===== config.mk =====
export PLATFORM = sky130hd
export DESIGN_NAME = sys_spi_cmd
export DESIGN_NICKNAME = d
export VERILOG_FILES = /design/src/rtl/sys_pkg.sv /design/src/rtl/sys_sync_fifo.sv /design/src/rtl/sys_spi_cmd.sv
export SDC_FILE = /design/constraint.sdc
export NUM_CORES = 1
export LEC_CHECK = 0
export CAP_MARGIN = 10
export CORE_MARGIN = 2
export CORE_UTILIZATION = 50
export DETAILED_ROUTE_END_ITERATION = 8
export PLACE_DENSITY_LB_ADDON = 0.1
export SLEW_MARGIN = 20
export SYNTH_ARGS = -nofsm -noshare
export SYNTH_HDL_FRONTEND = slang
export SYNTH_SLANG_ARGS = --single-unit

===== constraint.sdc =====
create_clock -name clk -period 3.2 [get_ports clk]
set_clock_uncertainty 0.15 [all_clocks]
set_input_delay 0.48 -clock clk [delete_from_list [all_inputs] [get_ports clk]]
set_output_delay 0.48 -clock clk [all_outputs]
set_load 0.02 [all_outputs]

===== src/rtl/sys_pkg.sv =====
// Shared definitions for the companion-MCU SPI command engine.
package sys_pkg;

  localparam logic [7:0] CMD_GETCONF = 8'd1;
  localparam logic [7:0] CMD_SETCFG  = 8'd2;
  localparam logic [7:0] CMD_OVERLAY = 8'd3;
  localparam logic [7:0] CMD_CURSOR  = 8'd4;
  localparam logic [7:0] CMD_STRING  = 8'd5;
  localparam logic [7:0] CMD_LOADING = 8'd6;
  localparam logic [7:0] CMD_ROMDATA = 8'd7;
  localparam logic [7:0] CMD_STATUS  = 8'd8;

  localparam int unsigned ST_FULL    = 0;
  localparam int unsigned ST_OVF     = 1;
  localparam int unsigned ST_LOADING = 2;

  typedef enum logic {
    S_IDLE = 1'b0,
    S_ARG  = 1'b1
  } state_t;

endpackage


===== src/rtl/sys_sync_fifo.sv =====
// Synchronous FIFO; a push into a full FIFO is accepted only alongside a pop.
module sys_sync_fifo #(
  parameter int unsigned W     = 8,
  parameter int unsigned DEPTH = 16
) (
  input  logic         clk,
  input  logic         reset,
  input  logic         push,
  input  logic [W-1:0] push_data,
  input  logic         pop,
  output logic [W-1:0] pop_data,
  output logic         full,
  output logic         empty
);

  localparam int unsigned AW = $clog2(DEPTH);
  localparam logic [AW:0] PTR_ONE = (AW+1)'(1);

  logic [W-1:0] mem [DEPTH];
  logic [AW:0]  wr_q;
  logic [AW:0]  rd_q;
  logic         do_push;
  logic         do_pop;

  assign empty    = (wr_q == rd_q);
  assign full     = (wr_q[AW] != rd_q[AW]) && (wr_q[AW-1:0] == rd_q[AW-1:0]);
  assign do_pop   = pop && !empty;
  assign do_push  = push && (!full || do_pop);
  assign pop_data = empty ? '0 : mem[rd_q[AW-1:0]];

  always_ff @(posedge clk) begin
    if (do_push) mem[wr_q[AW-1:0]] <= push_data;
  end

  always_ff @(posedge clk) begin
    if (reset) begin
      wr_q <= '0;
      rd_q <= '0;
    end else begin
      if (do_push) wr_q <= wr_q + PTR_ONE;
      if (do_pop)  rd_q <= rd_q + PTR_ONE;
    end
  end

endmodule


===== src/rtl/sys_spi_cmd.sv =====
// Slave SPI command engine: config registers, text overlay strobes,
// buffered ROM-load stream and a readable status/config response on MISO.
module sys_spi_cmd
  import sys_pkg::*;
#(
  parameter int unsigned NUM_CFG    = 2,
  parameter logic [31:0] CFG_RESET  = 32'h0,
  parameter int unsigned ROM_W      = 8,
  parameter int unsigned FIFO_DEPTH = 16,
  parameter int unsigned CONF_LEN   = 23,
  parameter logic [8*CONF_LEN-1:0] CONF_STR = "Tangcores;-;V,v20240101"
) (
  input  logic                   clk,
  input  logic                   reset,
  input  logic                   sspi_cs,
  input  logic                   sspi_clk,
  input  logic                   sspi_mosi,
  output logic                   sspi_miso,
  output logic [32*NUM_CFG-1:0]  core_config,
  output logic                   overlay,
  output logic                   txt_cursor_we,
  output logic [15:0]            txt_cursor,
  output logic                   txt_char_we,
  output logic [7:0]             txt_char,
  output logic                   rom_loading,
  output logic [ROM_W-1:0]       rom_do,
  output logic                   rom_do_valid,
  input  logic                   rom_do_ready
);

  localparam int unsigned LANES = ROM_W / 8;

  logic [1:0] cs_s, sclk_s, mosi_s;
  logic       sclk_d, armed, active, rise, fall;
  logic [7:0] rx_q;
  logic [2:0] bit_cnt;
  logic       byte_done;
  state_t     state_q, state_d;
  logic       cmd_byte_c, arg_byte_c;

  logic [7:0]       cmd_q, argcnt_q, idx_q, x_q, tx_q;
  logic [23:0]      cfg_lo_q, remain_q;
  logic [15:0]      len_lo_q;
  logic [ROM_W-1:0] word_q, push_word_c;
  logic [1:0]       lane_q;
  logic             str_done_q, ovf_q;
  logic             rom_byte_c, push_c, pop, full, empty;
  logic [8:0]       conf_idx_c;
  logic [7:0]       conf_byte_c, status_c, resp_c;

  // armed blocks a frame that was already in progress when reset was applied
  always_ff @(posedge clk) begin
    if (reset) begin
      cs_s   <= 2'b00;
      sclk_s <= 2'b00;
      mosi_s <= 2'b00;
      sclk_d <= 1'b0;
      armed  <= 1'b0;
    end else begin
      cs_s   <= {cs_s[0], sspi_cs};
      sclk_s <= {sclk_s[0], sspi_clk};
      mosi_s <= {mosi_s[0], sspi_mosi};
      sclk_d <= sclk_s[1];
      if (cs_s[1]) armed <= 1'b1;
    end
  end

  assign active = !cs_s[1] && armed;
  assign rise   = sclk_s[1] && !sclk_d;
  assign fall   = !sclk_s[1] && sclk_d;

  always_ff @(posedge clk) begin
    if (reset) begin
      rx_q      <= '0;
      bit_cnt   <= '0;
      byte_done <= 1'b0;
    end else begin
      byte_done <= 1'b0;
      if (!active) begin
        bit_cnt <= '0;
      end else if (rise) begin
        rx_q      <= {rx_q[6:0], mosi_s[1]};
        bit_cnt   <= bit_cnt + 3'd1;
        byte_done <= (bit_cnt == 3'd7);
      end
    end
  end

  always_ff @(posedge clk) begin
    if (reset) state_q <= S_IDLE;
    else       state_q <= state_d;
  end

  always_comb begin
    state_d = state_q;
    if (!active)                               state_d = S_IDLE;
    else if (byte_done && state_q == S_IDLE)   state_d = S_ARG;
  end

  always_comb begin
    cmd_byte_c = 1'b0;
    arg_byte_c = 1'b0;
    if (active && byte_done) begin
      cmd_byte_c = (state_q == S_IDLE);
      arg_byte_c = (state_q == S_ARG);
    end
  end

  // ROM byte packing: current byte merged into its lane of the pending word
  always_comb begin
    push_word_c = word_q;
    for (int l = 0; l < int'(LANES); l++) begin
      if (lane_q == 2'(l)) push_word_c[8*l +: 8] = rx_q;
    end
    rom_byte_c = arg_byte_c && (cmd_q == CMD_ROMDATA) && (argcnt_q >= 8'd3) && (remain_q != 24'd0);
    push_c     = rom_byte_c && ((lane_q == 2'(LANES-1)) || (remain_q == 24'd1));
  end

  // response for the byte slot that starts right after this byte
  always_comb begin
    conf_idx_c  = (state_q == S_IDLE) ? 9'd0 : ({1'b0, argcnt_q} + 9'd1);
    conf_byte_c = 8'h00;
    for (int i = 0; i < int'(CONF_LEN); i++) begin
      if (conf_idx_c == 9'(i)) conf_byte_c = CONF_STR[8*(CONF_LEN-1-i) +: 8];
    end
    status_c             = 8'h00;
    status_c[ST_FULL]    = full;
    status_c[ST_OVF]     = ovf_q;
    status_c[ST_LOADING] = rom_loading;
    resp_c = 8'h00;
    if (cmd_byte_c) begin
      if (rx_q == CMD_GETCONF)     resp_c = conf_byte_c;
      else if (rx_q == CMD_STATUS) resp_c = status_c;
    end else if (arg_byte_c && cmd_q == CMD_GETCONF) begin
      resp_c = conf_byte_c;
    end
  end

  assign sspi_miso = tx_q[7];

  always_ff @(posedge clk) begin
    if (reset) begin
      core_config   <= {NUM_CFG{CFG_RESET}};
      overlay       <= 1'b0;
      txt_cursor_we <= 1'b0;
      txt_cursor    <= '0;
      txt_char_we   <= 1'b0;
      txt_char      <= '0;
      rom_loading   <= 1'b0;
      cmd_q         <= '0;
      argcnt_q      <= '0;
      idx_q         <= '0;
      x_q           <= '0;
      tx_q          <= '0;
      cfg_lo_q      <= '0;
      remain_q      <= '0;
      len_lo_q      <= '0;
      word_q        <= '0;
      lane_q        <= '0;
      str_done_q    <= 1'b0;
      ovf_q         <= 1'b0;
    end else begin
      txt_cursor_we <= 1'b0;
      txt_char_we   <= 1'b0;
      if (!active) begin
        tx_q   <= '0;
        word_q <= '0;
        lane_q <= '0;
      end else if (fall && bit_cnt != 3'd0) begin
        tx_q <= {tx_q[6:0], 1'b0};
      end
      if (cmd_byte_c || arg_byte_c) tx_q <= resp_c;

      if (cmd_byte_c) begin
        cmd_q      <= rx_q;
        argcnt_q   <= '0;
        str_done_q <= 1'b0;
        remain_q   <= '0;
        word_q     <= '0;
        lane_q     <= '0;
      end

      if (arg_byte_c) begin
        if (argcnt_q != 8'hFF) argcnt_q <= argcnt_q + 8'd1;
        case (cmd_q)
          CMD_SETCFG: begin
            case (argcnt_q)
              8'd0: idx_q <= rx_q;
              8'd1: cfg_lo_q[7:0]   <= rx_q;
              8'd2: cfg_lo_q[15:8]  <= rx_q;
              8'd3: cfg_lo_q[23:16] <= rx_q;
              8'd4: begin
                for (int i = 0; i < int'(NUM_CFG); i++) begin
                  if (idx_q == 8'(i)) core_config[32*i +: 32] <= {rx_q, cfg_lo_q};
                end
              end
              default: ;
            endcase
          end
          CMD_OVERLAY: if (argcnt_q == 8'd0) overlay <= rx_q[0];
          CMD_CURSOR: begin
            if (argcnt_q == 8'd0) x_q <= rx_q;
            if (argcnt_q == 8'd1) begin
              txt_cursor    <= {rx_q, x_q};
              txt_cursor_we <= 1'b1;
            end
          end
          CMD_STRING: begin
            if (!str_done_q) begin
              if (rx_q == 8'h00) begin
                str_done_q <= 1'b1;
              end else begin
                txt_char    <= rx_q;
                txt_char_we <= 1'b1;
              end
            end
          end
          CMD_LOADING: if (argcnt_q == 8'd0) rom_loading <= rx_q[0];
          CMD_ROMDATA: begin
            case (argcnt_q)
              8'd0: len_lo_q[7:0]  <= rx_q;
              8'd1: len_lo_q[15:8] <= rx_q;
              8'd2: begin
                remain_q <= {rx_q, len_lo_q};
                word_q   <= '0;
                lane_q   <= '0;
              end
              default: begin
                if (rom_byte_c) begin
                  remain_q <= remain_q - 24'd1;
                  if (push_c) begin
                    word_q <= '0;
                    lane_q <= '0;
                  end else begin
                    word_q <= push_word_c;
                    lane_q <= lane_q + 2'd1;
                  end
                end
              end
            endcase
          end
          default: ;
        endcase
      end

      // overflow set takes priority over the status-read clear
      if (arg_byte_c && cmd_q == CMD_STATUS && argcnt_q == 8'd0) ovf_q <= 1'b0;
      if (push_c && full && !pop) ovf_q <= 1'b1;
    end
  end

  assign rom_do_valid = !empty;
  assign pop          = rom_do_valid && rom_do_ready;

  sys_sync_fifo #(
    .W     (ROM_W),
    .DEPTH (FIFO_DEPTH)
  ) u_fifo (
    .clk       (clk),
    .reset     (reset),
    .push      (push_c),
    .push_data (push_word_c),
    .pop       (pop),
    .pop_data  (rom_do),
    .full      (full),
    .empty     (empty)
  );

endmodule


==> results.ini, run 1 <==
[final_layout]
drive_gt1_frac=0.1138
synthToLayoutAreaGrowth_pct=19.19
diodes=0
stdcell_count=2100
fin_area_um2=18520
nets=1699
nFillCells=2647

[setup_path]
critPathTopFamily=multiplexers
crit_path_max_fanout=9
path_class=flop to output pin
critPathBufInv=2
critPathRequiredTime_ns=2.57
critical_path_arrival_ns=2.43
startpoint_type=flop
cp_cell_sequence=buf_4, mux4_2, mux2i_1, a211oi_1, clkdlybuf4s15_1
critical-path-max-stage-delay_ns=0.54
cpMaxStageDelayCell=mux4_2
end_kind=output pin

[status]
status=finished, final reports clean

[synthesis]
synth_top_area_cell=dfxtp_1
synth_most_common_cell=nand2_1
netlist_top_cells_count=nand2_1 (334), dfxtp_1 (243), a21oi_1 (159)
synth-seq-area-share=0.5604
synth_ff_type=dfxtp_1
synth_area_per_cell_um2=9.929
yosys_warnings=0
synth_top_cell_area_share=0.3131
async_flop_share=0
synth_edf_count=128
syn-cell-area_um2=15540
syn_inst=1565
synth.area.top_cells=dfxtp_1 (31%), edfxtp_1 (25%), nand2_1 (8.1%)
synth.net_count=1587
ys_ff_latch=371
synthDistinctLibCells=74

[sta]
max_freq_mhz=326.3
worst_pin_slew_ns=0.7767
rsz0062_at_grt=false
setup_ws_ns=0.1355
hold_violations=0
slew-limit-headroom=0.4822
tns_ns=0
setup_viol=0
maxSlewViolCount=0
fin_crit_sh=0.9576
fin_crit_ns=3.064

[clocking]
clk_latency_ns=0.53
path_clk_slew_ns=0.06
cts_tree=yes
ctsLongestPathBuffers=3
post-cts-setup-buffers=0
cts.sinks=371
cts_htree_levels=2
ctsRootBufferMaster=clkbuf_16
cts_buffers=39

[floorplan]
design.core.area_um2=30590
rows=64
die_w_um=180.3
dieHeight_um=180.3
start_util=0.5080
die_area_um2=32500
ios=108

[power_and_ir_drop]
ir_worst_vdd_v=0.0004246
p_leak_nw=6.235
power.density_nw_per_um2=502.4

[grt]
grt.overflow.total=0
grt_pass1_wl_um=64180
grt_use_total=0.2447
antenna_found_initial=0
grt_pass1_vias=11730
grt_max_degree=77

[detailed_routing]
drt-initial-drc-count=845
num_vias=11740
wl_per_cell_um=19.15
drc=0
via_per_inst=5.589
drt_pre_antenna_iters=5
drt-total-wl_um=40220
ant_nets=0

[min_path]
hp-class=input pin to flop

[placed_design]
place_inst=2031
gp_congestion=0.9164
dpl.hpwl_um=26740
io_buffers=107
dpl_cell_area_um2=17240
dp_slack_ns=0.1099

[flow_run]
cap_violations=0

-- cell usage in the layout (no fill, tap or decap), types with 34 or more instances in the layout --
cell               n
edfxtp_1         128
a21oi_1          159
mux2i_1           43
nor2_1           120
o21ai_0           34
nand2_1          334
clkbuf_16         40
buf_4             68
clkdlybuf4s50_1   98
dfxtp_1          240
-- flip-flops by register name, summed over array words and instances (netlist names), 8 cells and up, named ones only --
| name | flops |
|---|---|
| core_config | 64 |
| rx_q | 8 |
| remain_q | 24 |
| cmd_q | 8 |
| txt_cursor | 16 |
| idx_q | 8 |
| txt_char | 8 |
| cfg_lo_q | 24 |
| len_lo_q | 16 |
| tx_q | 8 |
| x_q | 8 |
| u_fifo.mem | 128 |
| argcnt_q | 8 |
| word_q | 8 |
-- cell families after synthesis --
group	Yosys count	synth area share
AOI/OAI and AO/OA	313	0.1193
buffers and inverters	132	0.03366
adders and majority gates	16	0.01288
and+or+nand+nor	631	0.1841
DFF	371	0.5604
xor gates and xnor gates	24	0.01353
muxes	78	0.07609
-- worst paths after layout --
kind | startpoint | to | slack [ns] | depth (start not counted)
hold reg to reg | sclk_s[0]$_SDFF_PP0_ | sclk_s[1]$_SDFF_PP0_ | 0.29 | 1
setup / recovery | flop | rom_do[0] | 0.14 | 5
hold / removal | reset | x_q[4]$_SDFFE_PP0P_ | 0.24 | 2
setup reg to reg | remain_q[10]$_SDFF_PP0_ | u_fifo.mem[3][2]$_DFFE_PP_ | 0.20 | 7
-- stage by stage --
step / power (mW) / hold slack [ns] / utilization
global route: 9.602 / 0.2423 / 0.6054
floorplan: 5.026 / 0.2638 / -
finish: 9.304 / 0.2355 / 0.6054
global placement: 5.053 / 0.2720 / 0.5634
detailed placement: 5.054 / 0.2820 / 0.5634
CTS: 9.388 / 0.2258 / 0.6036
-- repair_timing --
| action | 4_1_cts | 5_1_grt |
|---|---|---|
| pin swaps | 0 | 0 |
| hold buffers | 0 | 0 |
| gates cloned | 0 | 1 |
| gates resized for setup | 9 | 19 |
| setup endpoints to repair | 8 | 135 |
-- worst reg2reg max path, delay by kind of cell, from the launching register on --
| family | cells | cell delay [ns] |
|---|---|---|
| simple gates | 5 | 1.81 |
| flops | 1 | 0.35 |
| buf+inv | 1 | 0.20 |
| compound gates | 1 | 0.19 |
-- layout make-up --
cell class,instances,area [µm²],share of cell area
Sequential cell,371,8712,0.4704
Multi-Input combinational cell,1062,6350,0.3429
Timing Repair Buffer,178,1635,0.08830
Clock buffer,53,1089,0.05878
Tap cell,396,495.5,0.02675
Clock inverter,15,145.1,0.007837
Inverter,25,93.84,0.005067
-- where the power goes --
part / internal, mW / switching [mW]
clock network: 2.55 / 1.80
registers: 4.85 / 0.00618
logic: 0.0266 / 0.0710
-- metal layers --
layer	wire [µm]	up-vias	global-route usage
met5	0	-	0
met4	1098	0	0.07871
met3	2244	67	0.04487
met2	19740	344	0.4174
met1	17140	5582	0.3160
li1	-	5744	-
Note: power is estimated with default switching activity, not from simulation.
==> run 2, diff against run 1 <==
SYNTH_HIERARCHICAL = 1   (was unset)
==> run 2 against run 1 <==
Non-clock buffer count is 12 lower. Global-route usage is 0.21 points lower. Critical path depth is 2 higher.
==> results.ini, run 2 <==
[status]
status=finished, final reports clean

[setup_path]
critPathBufInv=2
cp_cell_sequence=buf_12, mux4_2, mux2i_1, nor2_1, nor2_1, nor2_1, dlygate4sd2_1
startpoint_type=flop
critical_path_arrival_ns=2.42
path_class=flop to output pin
cpMostUsedCell=nor2_1
critPathTopFamily=multiplexers
critical-path-max-stage-delay_ns=0.52
end_kind=output pin
crit_path_max_fanout=16
critPathRequiredTime_ns=2.57
cpMaxStageDelayCell=mux4_2

[clocking]
cts_htree_levels=2
ctsLongestPathBuffers=3
path_clk_slew_ns=0.06
cts.sinks=371
cts_tree=yes
cts_buffers=41
clk_latency_ns=0.52
ctsRootBufferMaster=clkbuf_16
hold_buffers=0

[grt]
grt_pass1_wl_um=64410
grt.overflow.total=0
grt_use_total=0.2426
grt_pass1_vias=11720
grt_max_degree=85
antenna_found_initial=0

[detailed_routing]
wl_per_cell_um=19.18
drt-total-wl_um=40540
drc=0
drt_pre_antenna_iters=6
via_per_inst=5.677
ant_nets=0
drt-initial-drc-count=854
num_vias=12000

[floorplan]
start_util=0.5059
rows=65
design.core.area_um2=31470
die_w_um=182.4
die_area_um2=33290
ios=108
dieHeight_um=182.4

[final_layout]
layout_common_cells=nand2_1 (273), dfxtp_1 (241), a21oi_1 (168)
diodes=0
nFillCells=2652
synthToLayoutAreaGrowth_pct=18.63
final_common_cell=nand2_1
largest_reg_flops=128
nets=1702
drive_gt1_frac=0.1140

[placed_design]
dpl.hpwl_um=26870
gp_congestion=0.9339
io_buffers=107
dp_slack_ns=0.2525

[sta]
worst_pin_slew_ns=0.7289
fin_crit_sh=0.9544
setup_viol=0
setup_ws_ns=0.1459
slew-limit-headroom=0.5140
rsz0062_at_grt=false
hold_violations=0
fin_crit_ns=3.054
tns_ns=0
maxSlewViolCount=0
max_freq_mhz=327.4

[synthesis]
synth_ff_type=dfxtp_1
synthDistinctLibCells=82
synth_edf_count=128
synth_area_per_cell_um2=10.08
syn_inst=1580
yosys_warnings=6
synth.area.top_cells=dfxtp_1 (31%), edfxtp_1 (24%), nand2_1 (6.4%)
netlist_top_cells_count=nand2_1 (273), dfxtp_1 (243), a21oi_1 (168)
async_flop_share=0
ys_ff_latch=371
synth_most_common_cell=nand2_1
syn-cell-area_um2=15920
synth_top_area_cell=dfxtp_1
synth.net_count=1602
synth-seq-area-share=0.5470
synth_top_cell_area_share=0.3055

[power_and_ir_drop]
power.density_nw_per_um2=506.0
design_power_total_mw=9.558
p_leak_nw=6.384
ir_worst_vdd_v=0.0003939

[min_path]
hp-class=input pin to flop

[flow_run]
cap_violations=0

-- run 2: cell count changes after synthesis, moves of 9 or more --
cell,before,now
a211oi_1,19,7
a21oi_1,159,168
clkbuf_1,85,75
mux2_2,1,12
mux2i_1,45,76
nand2_1,334,273
nor2_1,120,142
o21ai_0,34,43
o21ai_1,24,3
-- run 2: final cells by class --
cell class | instances | area [µm²] | area share
tap | 402 | 503.0 | 0.02663
timing repair buffer | 166 | 1585 | 0.08393
multi-input combinational | 1080 | 6670 | 0.3531
sequential | 371 | 8713 | 0.4613
inverter | 20 | 75.07 | 0.003975
clock buffer | 57 | 1169 | 0.06187
clock inverter | 17 | 172.7 | 0.009142
-- run 2: repair_timing --
action	in CTS	in global routing
endpoints found under the setup margin	8	2
cloned	0	1
hold endpoints to repair	0	0
resized for setup	9	2
pin swaps	0	0
buffers inserted	0	0
-- run 2: logic make-up (layout without fill, tap and decap cells) --
family / count (synthesis) / count (layout) / share of synthesized area
buffers and inverters: 129 / 260 / 0.03489
AND/OR/NAND/NOR: 608 / 608 / 0.1788
adder cells (fa/ha/maj): 16 / 16 / 0.01257
multiplexers: 113 / 113 / 0.09092
AO/OA/AOI/OAI: 321 / 321 / 0.1233
flip-flops: 371 / 371 / 0.5470
XOR/XNOR: 22 / 22 / 0.01257
-- run 2: per-layer routing --
| layer | share of wire | GRT usage |
|---|---|---|
| met5 | 0 | 0 |
| met4 | 0.022 | 0.06613 |
| met3 | 0.055 | 0.04610 |
| met2 | 0.48 | 0.4058 |
| met1 | 0.45 | 0.3241 |
-- run 2: per-stage QoR --
step / instance area, µm² / utilization / cells / hold WS [ns]
2_1_floorplan: 15930 / - / 1580 / 0.2638
3_5_place_dp: 17530 / 0.5569 / 2038 / 0.2712
4_1_cts: 18860 / 0.5992 / 2112 / 0.2824
6_report: 18890 / 0.6001 / 2113 / 0.2787
5_1_grt: 18890 / 0.6001 / 2113 / 0.3092
3_3_place_gp: 17530 / 0.5569 / 2038 / 0.2721
-- run 2: power breakdown --
part | switching, mW | internal, mW
Sequential | 0.00311 | 4.85
Clock | 1.83 | 2.80
Combinational | 0.0636 | 0.0196
Total | 1.89 | 7.67
-- run 2: worst reg2reg max path: stages, from the launching register on --
cell      delay (ns)
dfxtp_1         0.33
or4_4           0.56
nor3_4          0.22
o21ai_2         0.13
or2_1           0.26
nor2_1          0.18
a21boi_4        0.22
buf_12          0.16
and3_1          0.40
-- run 2: worst paths after layout --
check,slack [ns],to,from,cells after the start
max,0.15,rom_do[6],flop,7
min,0.28,u_fifo/wr_q[1]$_SDFFE_PP0P_,reset,2
max reg2reg,0.24,u_fifo/mem[10][1]$_DFFE_PP_,cmd_q[3]$_SDFFE_PP0P_,8
min reg2reg,0.28,mosi_s[1]$_SDFF_PP0_,mosi_s[0]$_SDFF_PP0_,1
